File: src/rtl/hex_scroll_ctrl.sv
// Scrolling-message controller for six active-low seven-segment digits.
// Buttons give run/pause, single step and direction; display is fully registered.
module hex_scroll_ctrl #(
   parameter int unsigned DIV_MAX = 24_999_999
) (
   input  logic       clk,
   input  logic       reset,
   input  logic [1:0] key,
   output logic [6:0] hex0,
   output logic [6:0] hex1,
   output logic [6:0] hex2,
   output logic [6:0] hex3,
   output logic [6:0] hex4,
   output logic [6:0] hex5
);

   typedef enum logic {RUN, PAUSE} state_t;

   localparam logic [31:0] DIV_LAST = 32'(DIV_MAX);

   state_t      state, state_nxt;
   logic [1:0]  key_p0, key_p1, key_p2;
   logic        press0, press1, tick;
   logic [31:0] div, div_nxt;
   logic [3:0]  pos, pos_nxt, pos_step;
   logic        dir, dir_nxt;

   // Message "ASTANA__ALMATY__"; indices 6, 7, 14, 15 are blank.
   function automatic logic [6:0] glyph(input logic [3:0] idx);
      logic [6:0] seg;
      case (idx)
         4'd0, 4'd3, 4'd5, 4'd8, 4'd11: seg = 7'b0001000;  // A
         4'd1:                          seg = 7'b0010010;  // S
         4'd2, 4'd12:                   seg = 7'b0000111;  // T
         4'd4:                          seg = 7'b0101011;  // N
         4'd9:                          seg = 7'b1000111;  // L
         4'd10:                         seg = 7'b1101010;  // M
         4'd13:                         seg = 7'b0010001;  // Y
         default:                       seg = 7'b1111111;
      endcase
      return seg;
   endfunction

   // key_p0/key_p1 synchronize, key_p2 holds the previous synchronized level
   assign press0   = key_p2[0] & ~key_p1[0];
   assign press1   = key_p2[1] & ~key_p1[1];
   assign tick     = (state == RUN) && (div == DIV_LAST);
   assign pos_step = dir ? (pos - 4'd1) : (pos + 4'd1);

   always_comb begin
      state_nxt = state;
      div_nxt   = '0;
      pos_nxt   = pos;
      dir_nxt   = dir;
      case (state)
         RUN: begin
            div_nxt = tick ? '0 : (div + 32'd1);
            if (tick)   pos_nxt   = pos_step;
            if (press1) dir_nxt   = ~dir;
            if (press0) state_nxt = PAUSE;
         end
         PAUSE: begin
            if (press1) pos_nxt   = pos_step;
            if (press0) state_nxt = RUN;
         end
         default: state_nxt = RUN;
      endcase
   end

   always_ff @(posedge clk) begin
      if (reset) begin
         state  <= RUN;
         key_p0 <= 2'b11;
         key_p1 <= 2'b11;
         key_p2 <= 2'b11;
         div    <= '0;
         pos    <= '0;
         dir    <= 1'b0;
      end else begin
         state  <= state_nxt;
         key_p0 <= key;
         key_p1 <= key_p0;
         key_p2 <= key_p1;
         div    <= div_nxt;
         pos    <= pos_nxt;
         dir    <= dir_nxt;
      end
   end

   // Display stage: one cycle behind pos
   always_ff @(posedge clk) begin
      if (reset) begin
         hex5 <= glyph(4'd0);
         hex4 <= glyph(4'd1);
         hex3 <= glyph(4'd2);
         hex2 <= glyph(4'd3);
         hex1 <= glyph(4'd4);
         hex0 <= glyph(4'd5);
      end else begin
         hex5 <= glyph(pos);
         hex4 <= glyph(pos + 4'd1);
         hex3 <= glyph(pos + 4'd2);
         hex2 <= glyph(pos + 4'd3);
         hex1 <= glyph(pos + 4'd4);
         hex0 <= glyph(pos + 4'd5);
      end
   end

endmodule
File: config.mk
export PLATFORM = sky130hd
export DESIGN_NAME = hex_scroll_ctrl
export DESIGN_NICKNAME = d
export VERILOG_FILES = /design/src/rtl/hex_scroll_ctrl.sv
export SDC_FILE = /design/constraint.sdc
export NUM_CORES = 1
export LEC_CHECK = 0
export CORE_MARGIN = 4
export CORE_UTILIZATION = 45
export CTS_CLUSTER_DIAMETER = 150
export CTS_CLUSTER_SIZE = 14
export DETAILED_ROUTE_END_ITERATION = 8
export PLACE_DENSITY = 0.76
export SLEW_MARGIN = 20
export SYNTH_ARGS = -nofsm -noshare
export SYNTH_HDL_FRONTEND = slang
export SYNTH_SLANG_ARGS = --single-unit
File: constraint.sdc
create_clock -name clk -period 2.57 [get_ports clk]
set_input_delay 0.514 -clock clk [delete_from_list [all_inputs] [get_ports clk]]
set_output_delay 0.514 -clock clk [all_outputs]
set_load 0.02 [all_outputs]
# After elaboration in Yosys (flattened, before gate mapping)
# Memories as Yosys holds them, arrays and structs flattened. A register that Yosys moved wholly into a read port is not among the register bits.
# Cells that the tools add are included.
# Widths: inputs -> output; s select.
totals:
  regBits: 44
  mem_bits_ro: 672
  input_bits: 4
  output_inout_bits: 42
  elab_cells: 40
  n_memories: 6
mem_list:
  columns: ["memory", "depth", "width", "rd", "rd_ports_with_merged_regs", "write_ports", "line_no", "rtl"]
  rows:
  - ["(name not given)", 16, 7, 1, 1, 0, "31", "case (idx)"]
  - ["(name not given)", 16, 7, 1, 1, 0, "31", null]
  - ["(name not given)", 16, 7, 1, 1, 0, "31", null]
  - ["(name not given)", 16, 7, 1, 1, 0, "31", null]
  - ["(name not given)", 16, 7, 1, 1, 0, "31", null]
  - ["(name not given)", 16, 7, 1, 1, 0, "31", null]
op_classes:
  addsub: 7
  eq_ne: 3
  n_mux: 7
  bitwise_logic: 6
  n_reduce_logical: 4
ops:
  columns: ["cell", "n"]
  rows:
  - ["$add 32x1->32 const B", 1]
  - ["$eq 32x25->1 const B", 1]
  - ["$mux 4", 3]
  - ["$add 4x2->4 const B", 2]
  - ["$add 4x3->4 const B", 2]
  - ["$pmux 4 s2", 1]
  - ["$add 4x1->4 const B", 1]
  - ["$not 1->1", 4]
  - ["$reduce_and 2->1", 2]
  - ["$sub 4x1->4 const B", 1]
  - ["$reduce_or 3->1", 1]
  - ["$and 1x1->1", 2]
  - ["$mux 1", 2]
  - ["$ne 2x1->1 const B", 1]
  - ["$ne 2x2->1 const B", 1]
  - ["$pmux 1 s2", 1]
  - ["$logic_and 1x1->1", 1]

# Longest topological paths before layout
depth:
  word_depth: 4
  depth_mapped: 10

# Least setup slack after synthesis
# Ideal clock, no wire load.
synth_timing:
  path_kind: "flip-flop to flip-flop"
  start: "reg pos[2]"
  end: "reg hex0[2]"
  setup_time_ps: 115
  arrival_time_ps: 2316
  required_ps: 2455
  path_slack_ps: 139
  path_stages_with_launch: 8
  cell_sequence: "dfxtp_1 -> clkbuf_1 -> clkinv_1 -> ha_1 -> a21oi_1 -> xnor2_1 -> mux4_2 -> and2_1"
synth_between:
  elab_chain_cells: 1
synth_lines:
  columns: ["item", "line_no", "rtl"]
  rows:
  - ["from (decl)", "25", "logic [3:0] pos, pos_nxt, pos_step;"]
  - ["from (signal assigned)", "85", "pos <= pos_nxt;"]
  - ["$add 4x3->4", "105", "hex0 <= glyph(pos + 4'd5);"]
  - ["to (decl)", "9", "output logic [6:0] hex0,"]
# Every way passes these cells.
# A chain may end at the register's enable or synchronous reset.

# Worst setup path in the final report
layout_timing:
  start: "reg div[0]"
  end: "reg div[28]"
layout_between:
  elab_chain_cells: 3
layout_lines:
  columns: ["item", "line_no", "rtl"]
  rows:
  - ["from (decl)", "24", "logic [31:0] div, div_nxt;"]
  - ["from (signal assigned)", "84", "div <= div_nxt;"]
  - ["branches (longest 3 deep; another with $add 32x1->32)", null, null]
# Parallel ways; which one is timed is not known.

==> results.py <==
metrics = {
    "logic_synthesis": {
        "seq_area_frac_synth_pct": 41.7,
        "yosysUniqueCellTypes": 50,
        "syn_avg_cell_area_um2": 8.65,
        "synth_edf_count": 0,
        "synthArstFlopShare_pct": 0,
        "synth_nets": 500,
        "ys.warnings.count": 0,
        "ys_seq_elements": 86,
        "netlist_instances": 477,
        "ys.flop_type": "dfxtp_1",
        "synth_area_um2": 4120,
    },
    "outcome": {
        "status": "finished clean",
    },
    "route": {
        "wl_met3_um": 498,
        "drt-initial-drc-count": 278,
        "drtPass1Iterations": 5,
        "via_per_inst": 5.63,
        "wl_mm": 8.81,
        "drc_errors": 0,
        "wl_met2_mm": 4.08,
        "m1WireLength_mm": 4.05,
        "num_vias": 3563,
        "wl_per_cell_um": 13.9,
        "ant_nets": 0,
        "routed.top_layer": "met4",
    },
    "critical_path": {
        "rrSetupSlack_ns": 0.27,
        "worstPathCellList": "ha_1, nand3_1, or4_1, or4_1, a21oi_1",
        "crit_fanout": 11,
        "critPathKind": "reg -> reg",
        "startpoint_type": "flop",
        "cp-end-kind": "flop",
        "cp_data_arrival_time_ns": 2.58,
        "cpPeakStageDelay_ns": 0.73,
        "slowest_stage": "or4_1",
        "reg2reg_depth": 5,
        "r2r_start": "div[0]",
        "path_buf_inv": 0,
        "cpMostUsedCell": "or4_1",
        "crit_family": "simple AND/OR/NAND/NOR gates",
        "timing.rr.end": "div[28]",
        "cp.required_ns": 2.85,
    },
    "cts": {
        "clk_latency_ns": 0.36,
        "ctsResizeCount": 0,
        "hold_buffers": 0,
        "clk_path_buf_depth": 2,
        "cts.root.buffer_cell": "clkbuf_8",
        "clk_pin_slew_worst_paths_ns": 0.08,
        "cts_buffers": 9,
        "cts_setup_buffers": 0,
        "cts_max_level": 3,
        "cts.sinks": 86,
        "cts_tree": "yes",
    },
    "place": {
        "postPlaceCellArea_um2": 4730,
        "io_buffers": 45,
        "place.gp.congestion": 0.882,
        "dp_hpwl_mm": 6.30,
    },
    "job": {
        "max-cap-violations": 0,
    },
    "timing": {
        "fin_crit_sh_pct": 89.6,
        "skew_ns": 0.0109,
        "setup_tns_ns": 0,
        "fmax_ghz": 0.435,
        "setup_violations": 0,
        "hold_slack_ns": 0.411,
        "rsz0062_at_grt": "no",
        "worst_pin_slew_ns": 0.871,
        "period_needed_ns": 2.30,
        "maxSlewViolCount": 0,
        "slew_headroom_pct": 41.5,
        "hold_violations": 0,
    },
    "floorplan": {
        "core_um2": 8810,
        "start_util_pct": 46.8,
        "die_area_um2": 10800,
        "num_io_pins": 46,
        "dieWidth_um": 104,
        "fp-row-count": 34,
        "fp.dieH_um": 104,
    },
    "cells_and_area": {
        "layout_commonest_cell": "dfxtp_1",
        "design_area_um2": 4910,
        "syn2layout_area_growth_pct": 19.1,
        "antenna_cells": 0,
        "nets": 543,
        "nFillCells": 788,
        "drive_above_1_share_pct": 9.33,
        "final_cell_mix": "86 x dfxtp_1, 48 x nor2_1, 45 x clkdlybuf4s50_1",
    },
    "global_routing": {
        "grt_pass1_wl_mm": 15.1,
        "grt_max_degree": 33,
        "grt_overflow": 0,
        "grt_pass1_vias": 3303,
        "track_usage_pct": 16.6,
        "antenna_found_initial": 0,
    },
    "pwr": {
        "cellPowerDensity_nw_per_um2": 783,
        "peakVddDrop_mv": 0.388,
        "leakage_nw": 1.76,
    },
    "min_path": {
        "holdPathEnd": "key_p1[1]",
        "min_from": "key_p0[1]",
        "min_path_cells": 1,
        "hold_class": "reg -> reg",
    },
}
## per-layer routing
metal	vias to the layer above	track usage, %
li1	1790	-
met5	-	0
met2	92	26.8
met4	0	6.36
met1	1661	21.3
met3	20	4.54
## registers in the layout (all words and copies together), names as in the netlist, 2 cells and up
signal / count
hex4: 7
div: 32
hex2: 7
hex0: 7
hex3: 7
pos: 4
hex5: 7
key_p2: 2
key_p0: 2
hex1: 7
key_p1: 2
## cells in the mapped netlist, drive strengths merged (3+ instances only)
master | instances | share of area, %
o211ai | 6 | 1.1
xnor2 | 21 | 4.5
nand2 | 39 | 3.5
a211oi | 6 | 1.1
nand4 | 9 | 1.7
dfxtp | 86 | 42
ha | 19 | 5.8
nor4 | 6 | 0.91
nand2b | 6 | 0.91
nand3 | 9 | 1.2
mux2 | 3 | 0.82
nor3b | 3 | 0.55
or4 | 9 | 1.6
a21oi | 36 | 4.4
and2 | 4 | 0.61
or3 | 11 | 1.7
o21ai | 26 | 3.2
a311oi | 8 | 1.7
mux4 | 3 | 1.6
or2 | 8 | 1.2
a211o | 3 | 0.64
nor4b | 3 | 0.64
and3 | 4 | 0.61
and4 | 3 | 0.64
clkbuf | 25 | 2.3
inv | 14 | 1.3
o31ai | 8 | 1.5
nor2b | 4 | 0.61
nor3 | 15 | 1.8
nor2 | 48 | 4.4
buf | 5 | 0.55
xor2 | 4 | 0.85
## how the worst max path moves through the flow
| stage | startpoint | end | slack, ns | cells after the start |
|---|---|---|---|---|
| after CTS | div[0] | div[28] | 0.27 | 5 |
| after detailed placement | div[11] | div[29] | 0.29 | 4 |
| after floorplan | pos[2] | hex0[2] | 0.14 | 7 |
| after global placement | div[0] | div[26] | 0.36 | 5 |
| after global routing | div[7] | div[27] | 0.1 | 4 |
| final | div[0] | div[28] | 0.27 | 5 |
## worst reg2reg max path, stage by stage, from the launching register on
cell	delay, ns
dfxtp_1	0.38
ha_1	0.22
nand3_1	0.19
or4_1	0.73
or4_1	0.55
a21oi_1	0.16
## kinds of logic after synthesis
logic type	after synthesis	synth area share [%]
simple gates	185	23.5
buf+inv	46	4.31
compound gates	108	16.4
flops	86	41.7
xor+xnor	25	5.31
mux	8	2.94
fa+ha+maj	19	5.76
## report_power, final
part	internal (W)	leakage [nW]	switching (W)
Combinational	0.000620	0.962	0.000796
Sequential	0.00151	0.705	0.0000638
Clock	0.000403	0.0934	0.000450
## metrics by stage
stage	worst slack [ns]	instances	utilization, %	power (W)
global route	0.0952	633	55.8	0.00406
floorplan	0.139	477	-	0.00248
finish	0.269	633	55.8	0.00384
CTS	0.268	633	55.8	0.00386
detailed placement	0.292	617	53.8	0.00302
global placement	0.364	617	53.8	0.00299
## final cells by class
| class | instances | area, um^2 | share of cell area [%] |
|---|---|---|---|
| sequential | 86 | 1720 | 35.1 |
| clock buffer | 13 | 159 | 3.24 |
| clock inverter | 3 | 18.8 | 0.382 |
| tap | 108 | 135 | 2.75 |
| multi-input combinational | 345 | 2240 | 45.6 |
| inverter | 16 | 60.1 | 1.22 |
| timing repair buffer | 62 | 578 | 11.8 |
Note: power is estimated with default switching activity, not from simulation.
